## src/rtl/rsa_pkg.sv

```systemverilog
// Shared definitions for the RSA sequencer: FSM encoding, status/CTRL bit
// positions and the default result address in the register bank.
package rsa_pkg;

  typedef enum logic [1:0] {
    ST_IDLE = 2'd0,
    ST_LOAD = 2'd1,
    ST_RUN  = 2'd2,
    ST_WB   = 2'd3
  } rsa_state_t;

  localparam int STAT_BUSY      = 0;
  localparam int STAT_DONE      = 1;
  localparam int STAT_ERR_TO    = 2;
  localparam int STAT_ERR_ABORT = 3;

  localparam int CTRL_ADDR  = 0;
  localparam int CTRL_START = 0;
  localparam int CTRL_ABORT = 1;

  localparam int DEFAULT_RESULT_ADDR = 5;

  // Counter width able to hold TIMEOUT_CYCLES-1, never narrower than one bit.
  function automatic int timer_width(input int cycles);
    int w;
    w = $clog2(cycles);
    return (w < 1) ? 1 : w;
  endfunction

endpackage

```

## src/rtl/rsa_ctrl_timer.sv

```systemverilog
// Clear/increment cycle counter; expire is high while the count sits at
// TIMEOUT_CYCLES-1, so an increment-only run expires after TIMEOUT_CYCLES cycles.
module rsa_ctrl_timer
  import rsa_pkg::*;
#(
  parameter int TIMEOUT_CYCLES = 4096
) (
  input  logic clk,
  input  logic rst,
  input  logic clr,
  input  logic inc,
  output logic expire
);

  localparam int TW = timer_width(TIMEOUT_CYCLES);

  logic [TW-1:0] count;

  always_ff @(posedge clk) begin
    if (rst || clr) begin
      count <= '0;
    end else if (inc && !expire) begin
      count <= count + 1'b1;
    end
  end

  assign expire = (count == TW'(TIMEOUT_CYCLES - 1));

endmodule

```

## src/rtl/rsa_ctrl.sv

```systemverilog
// Sequencer between the SPI register bank and the rsa_unit datapath: latches
// operands, runs the unit until eoc/timeout/abort and writes the result back.
module rsa_ctrl
  import rsa_pkg::*;
#(
  parameter int WIDTH          = 8,
  parameter int ADDR_W         = 3,
  parameter int RESULT_ADDR    = DEFAULT_RESULT_ADDR,
  parameter int TIMEOUT_CYCLES = 4096
) (
  input  logic              clk,
  input  logic              rst,
  input  logic              cmd_start,
  input  logic              cmd_abort,
  input  logic [WIDTH-1:0]  op_p,
  input  logic [WIDTH-1:0]  op_e,
  input  logic [WIDTH-1:0]  op_m,
  input  logic [WIDTH-1:0]  op_const,
  input  logic              spi_wr_vld,
  output logic              wb_vld,
  output logic [ADDR_W-1:0] wb_addr,
  output logic [WIDTH-1:0]  wb_data,
  output logic              rsa_rst_n,
  output logic              rsa_en,
  output logic [WIDTH-1:0]  rsa_p,
  output logic [WIDTH-1:0]  rsa_e,
  output logic [WIDTH-1:0]  rsa_m,
  output logic [WIDTH-1:0]  rsa_const,
  input  logic              rsa_eoc,
  input  logic [WIDTH-1:0]  rsa_c,
  output logic [7:0]        status
);

  rsa_state_t state, state_nxt;

  logic [WIDTH-1:0] result;
  logic             done, err_timeout, err_abort;
  logic             busy;
  logic             timer_clr, timer_inc, timer_expire;
  logic             start_ok;

  rsa_ctrl_timer #(
    .TIMEOUT_CYCLES(TIMEOUT_CYCLES)
  ) u_timer (
    .clk    (clk),
    .rst    (rst),
    .clr    (timer_clr),
    .inc    (timer_inc),
    .expire (timer_expire)
  );

  always_ff @(posedge clk) begin
    if (rst) begin
      state <= ST_IDLE;
    end else begin
      state <= state_nxt;
    end
  end

  // Abort outranks eoc, timeout and the writeback in every busy state.
  always_comb begin
    state_nxt = state;
    busy      = 1'b1;
    rsa_rst_n = 1'b0;
    rsa_en    = 1'b0;
    wb_vld    = 1'b0;
    timer_clr = 1'b0;
    timer_inc = 1'b0;
    case (state)
      ST_IDLE: begin
        busy = 1'b0;
        if (start_ok) state_nxt = ST_LOAD;
      end
      ST_LOAD: begin
        timer_clr = 1'b1;
        state_nxt = cmd_abort ? ST_IDLE : ST_RUN;
      end
      ST_RUN: begin
        rsa_rst_n = 1'b1;
        rsa_en    = 1'b1;
        timer_inc = 1'b1;
        if (cmd_abort)         state_nxt = ST_IDLE;
        else if (rsa_eoc)      state_nxt = ST_WB;
        else if (timer_expire) state_nxt = ST_IDLE;
      end
      ST_WB: begin
        rsa_rst_n = 1'b1;
        wb_vld    = !spi_wr_vld && !cmd_abort;
        if (cmd_abort || !spi_wr_vld) state_nxt = ST_IDLE;
      end
      default: state_nxt = ST_IDLE;
    endcase
  end

  assign start_ok = cmd_start && !cmd_abort;

  always_ff @(posedge clk) begin
    if (rst) begin
      rsa_p       <= '0;
      rsa_e       <= '0;
      rsa_m       <= '0;
      rsa_const   <= '0;
      result      <= '0;
      done        <= 1'b0;
      err_timeout <= 1'b0;
      err_abort   <= 1'b0;
    end else begin
      if (state == ST_IDLE && start_ok) begin
        rsa_p       <= op_p;
        rsa_e       <= op_e;
        rsa_m       <= op_m;
        rsa_const   <= op_const;
        done        <= 1'b0;
        err_timeout <= 1'b0;
        err_abort   <= 1'b0;
      end
      if (state == ST_RUN && !cmd_abort) begin
        if (rsa_eoc) result <= rsa_c;
        else if (timer_expire) err_timeout <= 1'b1;
      end
      if (state != ST_IDLE && cmd_abort) err_abort <= 1'b1;
      if (wb_vld) done <= 1'b1;
    end
  end

  assign wb_addr = ADDR_W'(RESULT_ADDR);
  assign wb_data = result;

  always_comb begin
    status                 = '0;
    status[STAT_BUSY]      = busy;
    status[STAT_DONE]      = done;
    status[STAT_ERR_TO]    = err_timeout;
    status[STAT_ERR_ABORT] = err_abort;
  end

endmodule

```

## config.mk

```make
export PLATFORM = sky130hd
export DESIGN_NAME = rsa_ctrl
export DESIGN_NICKNAME = d
export VERILOG_FILES = /design/src/rtl/rsa_pkg.sv /design/src/rtl/rsa_ctrl_timer.sv /design/src/rtl/rsa_ctrl.sv
export SDC_FILE = /design/constraint.sdc
export NUM_CORES = 1
export LEC_CHECK = 0
export CAP_MARGIN = 40
export CORE_UTILIZATION = 30
export DETAILED_ROUTE_END_ITERATION = 10
export SETUP_SLACK_MARGIN = 0.5
export SLEW_MARGIN = 20
export SYNTH_ARGS = -nofsm -noshare
export SYNTH_HDL_FRONTEND = slang
export SYNTH_HIERARCHICAL = 1
export SYNTH_SLANG_ARGS = --single-unit
export TNS_END_PERCENT = 100
```

## constraint.sdc

```tcl
create_clock -name clk -period 2.4 [get_ports clk]
set_input_delay 0.36 -clock clk [delete_from_list [all_inputs] [get_ports clk]]
set_output_delay 0.36 -clock clk [all_outputs]
set_load 0.005 [all_outputs]
```

==> metrics.csv, run 1 <==
metric,value,unit
CTS Buf Count,9,
Yosys Warn Count,6,
Tmin final,1.90,ns
critical path class,reg -> reg,
Max clock buf depth,2,
CP max stage delay,0.62,ns
Setup Total Neg Slack,0,ns
hold_sp,rsa_e[5]$_SDFFE_PP0P_,
area added between synthesis and finish,49.6,%
Most used DFF post-synth,dfxtp_1,
Total GRT Usage,15.2,%
WL per Instance,12.7,um
top cell type's share of synthesized area,48.0,%
full die area,0.00828,sq mm
Clock Latency Late Sink,0.32,ns
endpoints failing hold,0,
H-tree depth,3,
ratio of cells with drive above 1 in the final layout,10.8,%
iteration-0 DRC count of the detailed router,107,
row count,32,
post-route cell area,0.00355,sq mm
P_sw,471,uW
Finished Layout Cells,473,
die height,91.0,um
Synth Area per Inst,8.49,sq um
max-slew violations,0,
initial antenna violation count,0,
vias,2191,
Clock power frac,44.2,%
Via density,4.63,
register share of total power,45.2,%
Finish-stage setup viols,0,
I/O pin count,100,
post-synthesis cell count,280,
worst slew pin tran,0.502,ns
"Seq/Total Area, Yosys",48.0,%
Initial Util,30.9,%
Hold WS,0.451,ns
final core utilization,46.2,%
FMAX,526,MHz
peak supply drop,0.398,mV
Antenna diodes,0,
Synth area leaders,"dfxtp_1 48%, nand2_1 11%, a21oi_1 8.8%",
largest net degree at the start of global routing,36,
crit-path max FO,4,
CTS tree,built,
# clock sinks,57,
status,"finished, final reports clean",
fin crit share,79.2,%
router iterations before antenna repair,4,
vias in the first global route,2106,
CTS Hold Bufs,0,
clk root buf,clkbuf_8,
drt drc,0,
Final #Nets,414,
"EDFF count, synth",0,
Max Cap Viol,0,
"Cell Chain, Critical Path","ha_2, and4_4, nand4_1, inv_1, nand2b_1, or4b_2, a21oi_1",
clock skew,0.00420,ns
P_leak,1.28,nW
crit end category,register,
final wirelength,6.03,mm
reg2reg start,u_timer/count[0]$_SDFFE_PP0P_,
first-pass GRT wire length,9.87,mm
Worst Hold Class,reg -> reg,
post-synth top area cell,dfxtp_1,
switch share,21.5,%
die width,91.0,um
Comb pwr share,10.6,%
startpoint type of the worst setup path,register,
register bit total from synthesis,57,
WP data arrival,2.16,ns
synth unique cells,41,
family with the most delay on the worst path,simple AND/OR/NAND/NOR gates,
Power Internal,1.72,mW
Core Region,0.00769,sq mm
Final ANT Viol Nets,0,
grt ovf,0,
slack of the worst reg-to-reg path,0.50,ns
HPWL reported at the end of detailed placement,4.02,mm
Power per Cell Area,617,mW/mm^2
Slew headroom,66.6,%
RSZ-0062 raised after global routing,true,
CP max stage cell,or4b_2,
Post-DP Area,0.00330,sq mm
asr flop ratio synth,0,%
Port-buffer cells,92,
gpl congestion,0.801,
critical path launch point,u_timer/count[0]$_SDFFE_PP0P_,
clk slew on worst S/H paths,0.06,ns
placed insts,456,
Buf/Inv on CP,1,
Worst EP required,2.66,ns
Mapped Area,0.00238,sq mm
-- final timing paths --
check             cells after the start                      to
setup / recovery                      7  err_timeout$_SDFF_PP0_
hold / removal                        2   rsa_e[5]$_SDFFE_PP0P_
setup reg to reg                      7  err_timeout$_SDFF_PP0_
hold reg to reg                       2   rsa_e[5]$_SDFFE_PP0P_
-- power by group through the flow --
stage / combinational [mW] / clock [mW] / sequential (mW)
after floorplan: 0.0950 / 0 / 1.01
after global placement: 0.231 / 0 / 1.01
after detailed placement: 0.232 / 0 / 1.01
after CTS: 0.235 / 1.00 / 0.991
after global routing: 0.257 / 1.04 / 0.994
final: 0.232 / 0.968 / 0.991
-- logic make-up after synthesis --
logic type	count (synthesis)	synth area share (%)
mux	9	3.84
fa+ha+maj	1	0.527
xor+xnor	1	0.369
flops	57	48.0
simple gates	120	24.7
other cells	2	0.316
compound gates	56	13.3
buf+inv	34	8.85
-- worst register-to-register path, cell delays in order (launching register included) --
cell and delay [ns]:
dfxtp_2 0.36, ha_2 0.20, and4_4 0.25, nand4_1 0.12
inv_1 0.08, nand2b_1 0.06, or4b_2 0.62, a21oi_1 0.15
-- Yosys cell counts, types with 2 or more instances --
master    count
nand2b_1      2
nor3_1        3
nor2_1       14
inv_1         5
o21ai_0       3
buf_6         4
or3_1         3
buf_4        12
nor2b_1       2
mux2i_1       8
o31ai_1       2
conb_1        2
or2_2         2
and3_4        3
or4_1         4
clkbuf_1      5
buf_1         2
nand3_1       6
nor4bb_1      2
nand2_1      70
o211a_1       2
buf_2         6
dfxtp_1      57
a211oi_1      2
and3_1        2
a21oi_1      42
-- state kept, by name, indices dropped and copies added (netlist names) --
name           flops
rsa_m              8
err_timeout        1
err_abort          1
rsa_e              8
wb_data            8
rsa_p              8
rsa_const          8
state              2
u_timer/count     12
done               1
-- metrics by stage --
stage | worst slack [ns] | power [mW]
6_report | 0.499 | 2.19
4_1_cts | 0.473 | 2.23
3_3_place_gp | 0.240 | 1.24
2_1_floorplan | 0.580 | 1.11
3_5_place_dp | 0.246 | 1.24
5_1_grt | 0.416 | 2.29
-- placed cells by master (no fill, tap or decap), types with 2 or more instances in the layout --
master	netlist	layout
or3_1	3	3
a211oi_1	2	2
or2_2	2	2
buf_4	12	8
or4_1	4	4
and3_1	2	2
dlygate4sd2_1	0	2
o31ai_1	2	2
clkbuf_1	5	2
mux2i_1	8	8
and3_4	3	3
nor3_1	3	3
inv_1	5	5
bufinv_16	0	2
nor2_1	14	14
clkdlybuf4s50_1	0	89
o211a_1	2	2
dfxtp_1	57	53
o21ai_0	3	3
nand2_1	70	70
nand2b_1	2	2
dfxtp_2	0	3
nand3_1	6	6
a21oi_1	42	42
clkbuf_8	0	10
conb_1	2	7
-- layout make-up --
cell class / count / area [sq um]
Clock buffer: 12 / 145
Clock inverter: 3 / 65.1
Fill cell: 762 / 4130
Inverter: 5 / 18.8
Multi-Input combinational cell: 194 / 1070
Sequential cell: 57 / 1150
Tap cell: 102 / 128
Timing Repair Buffer: 100 / 973
-- routing by layer --
| layer | global-route usage [%] | part of all wire, % | vias up |
|---|---|---|---|
| met3 | 6.70 | 6.9 | 13 |
| met4 | 5.42 | 1.8 | 0 |
| met1 | 17.0 | 43 | 1015 |
| li1 | - | - | 1099 |
| met2 | 25.7 | 48 | 64 |
| met5 | 0 | 0 | - |
-- what timing repair did --
action | 4_1_cts | 5_1_grt
buffers inserted | 1 | 1
gates resized for setup | 11 | 1
pin swaps | 1 | 0
setup endpoints to repair | 7 | 3
Note: power is estimated with default switching activity, not from simulation.
==> inputs of run 2 (changes only) <==
==> constraint.sdc (replaced) <==
create_clock -name clk -period 1.65 [get_ports clk]
set_input_delay 0.2475 -clock clk [delete_from_list [all_inputs] [get_ports clk]]
set_output_delay 0.2475 -clock clk [all_outputs]
set_load 0.005 [all_outputs]
==> metrics.csv, run 2 (synthesized netlist as in run 1, its figures left out) <==
metric,value,unit,change
endpoints failing hold,0,,unchanged
Max clock buf depth,2,,unchanged
die height,91.0,um,unchanged
Clock power frac,41.0,%,was 44.2%
gpl congestion,0.737,,was 0.801
drt drc,0,,unchanged
Worst Hold Class,in -> reg,,was reg -> reg
Slew headroom,61.6,%,was 66.6%
I/O pin count,100,,unchanged
peak supply drop,0.603,mV,was 0.398 mV
max-slew violations,0,,unchanged
switch share,25.1,%,was 21.5%
FMAX,601,MHz,was 526 MHz
clk root buf,clkbuf_8,,unchanged
crit-path max FO,4,,unchanged
ratio of cells with drive above 1 in the final layout,62.4,%,was 10.8%
iteration-0 DRC count of the detailed router,98,,was 107
first-pass GRT wire length,12.7,mm,was 9.87 mm
clk slew on worst S/H paths,0.06,ns,about the same
most used routing layer,met2,,unchanged
P_leak,2.03,nW,was 1.28 nW
# clock sinks,57,,unchanged
H-tree depth,3,,unchanged
Clock Latency Late Sink,0.34,ns,was 0.32 ns
status,"finished, violations left",,"was finished, final reports clean"
Power Internal,2.63,mW,was 1.72 mW
startpoint type of the worst setup path,register,,unchanged
Core Region,0.00769,sq mm,unchanged
P_sw,882,uW,was 471 uW
Power per Cell Area,743,mW/mm^2,was 617 mW/mm^2
Worst EP required,1.88,ns,was 2.66 ns
Final ANT Viol Nets,0,,unchanged
register share of total power,41.3,%,was 45.2%
Port-buffer cells,92,,unchanged
CTS Buf Count,9,,unchanged
Final #Nets,473,,was 414
vias in the first global route,2598,,was 2106
area added between synthesis and finish,98.6,%,was 49.6%
largest net degree at the start of global routing,38,,was 36
met3 Track Usage GR,6.70,%,unchanged
met1 Resource Use GR,22.9,%,was 17.0%
grt ovf,0,,unchanged
worst slew pin tran,0.577,ns,was 0.502 ns
final worst slack,-0.0143,ns,was 0.499 ns
RSZ-0062 raised after global routing,true,,unchanged
Via density,4.77,,was 4.63
placed insts,475,,was 456
Initial Util,30.9,%,unchanged
Max Cap Viol,0,,unchanged
"leading cell types in the layout, fill and taps excluded","44 x clkdlybuf4s50_1, 42 x dfxtp_2, 40 x buf_4, 37 x nand2_4, 34 x a21oi_2",,"was 89 x clkdlybuf4s50_1, 70 x nand2_1, 53 x dfxtp_1, 42 x a21oi_1, 14 x nor2_1"
Setup Total Neg Slack,-0.0498,ns,was 0 ns
CTS tree,built,,unchanged
Biggest register,u_timer/count,,unchanged
failing checks,negative setup slack,,
clock skew,0.00756,ns,was 0.00420 ns
Comb pwr share,17.7,%,was 10.6%
Tmin final,1.66,ns,was 1.90 ns
critical path class,reg -> reg,,unchanged
Finish-stage setup viols,6,,was 0
WL per Instance,15.3,um,was 12.7 um
HPWL reported at the end of detailed placement,4.06,mm,was 4.02 mm
Finished Layout Cells,533,,was 473
"most common cell after layout, fill and taps aside",clkdlybuf4s50_1,,unchanged
GRT met2 Usage,33.6,%,was 25.7%
Largest register FFs,12,,unchanged
die width,91.0,um,unchanged
row count,32,,unchanged
final core utilization,61.4,%,was 46.2%
initial antenna violation count,0,,unchanged
router iterations before antenna repair,4,,unchanged
fin crit share,101,%,was 79.2%
Total GRT Usage,19.7,%,was 15.2%
vias,2541,,was 2191
Antenna diodes,0,,unchanged
WP data arrival,1.90,ns,was 2.16 ns
final wirelength,8.14,mm,was 6.03 mm
crit end category,register,,unchanged
full die area,0.00828,sq mm,unchanged
run 2: changes by cell type in the layout (fill, tap and decap cells not counted), moves of 9 or more:
cell,delta
a21oi_1,-33
a21oi_2,+33
buf_12,+9
buf_4,+32
buf_6,+13
clkbuf_2,+24
clkdlybuf4s15_1,+10
clkdlybuf4s50_1,-45
dfxtp_1,-40
dfxtp_2,+39
nand2_1,-46
nand2_2,+9
nand2_4,+37
run 2: worst paths after layout:
kind,start,end,slack [ns],cells after the start
setup / recovery,u_timer/count[1]$_SDFFE_PP0P_,u_timer/count[10]$_SDFFE_PP0P_,-0.01,6
hold / removal,op_e[7],rsa_e[7]$_SDFFE_PP0P_,0.46,3
setup reg to reg,u_timer/count[1]$_SDFFE_PP0P_,u_timer/count[10]$_SDFFE_PP0P_,-0.01,6
hold reg to reg,rsa_const[0]$_SDFFE_PP0P_,rsa_const[0]$_SDFFE_PP0P_,0.46,2
run 2: per-stage QoR:
stage	worst slack [ns]	power, mW	area (sq um)	hold slack, ns
final	-0.0143	3.51	4720	0.461
after global routing	-0.0812	3.65	4720	0.473
after CTS	-0.0208	3.48	4560	0.454
after detailed placement	-0.237	1.83	3500	0.452
after global placement	-0.223	1.83	3500	0.446
after floorplan	0.0651	1.62	2460	0.319
run 2: area by class of cell:
cell class,count,area (sq um)
fill,636,2970
multi-input combinational,194,1580
timing repair buffer,159,1570
sequential,57,1200
tap,102,128
clock buffer,9,124
clock inverter,7,95.1
inverter,5,18.8
run 2: power by group through the flow:
stage          Sequential (mW)  Clock (mW)  Combinational, mW
2_1_floorplan             1.47           0              0.150
3_3_place_gp              1.47           0              0.363
3_5_place_dp              1.47           0              0.364
4_1_cts                   1.45        1.47              0.564
5_1_grt                   1.45        1.54              0.661
6_report                  1.45        1.44              0.622
run 2: critical path, stage by stage (launching register included):
cell	delay, ns
dfxtp_2	0.35
ha_4	0.13
and4_4	0.21
buf_4	0.12
nand3_4	0.09
or4_1	0.52
o211a_1	0.14
run 2: timing repair:
item,CTS,global route
hold buffers,0,0
buffers inserted,22,12
pin swaps,44,39
gates cloned,7,1
gates resized for setup,256,84
setup endpoints to repair,104,95
run 2: per-layer routing:
metal	share of wire [%]	wire length, um
met5	0	0
met2	51	4140
met1	42	3450
met4	1.2	96
met3	5.5	449
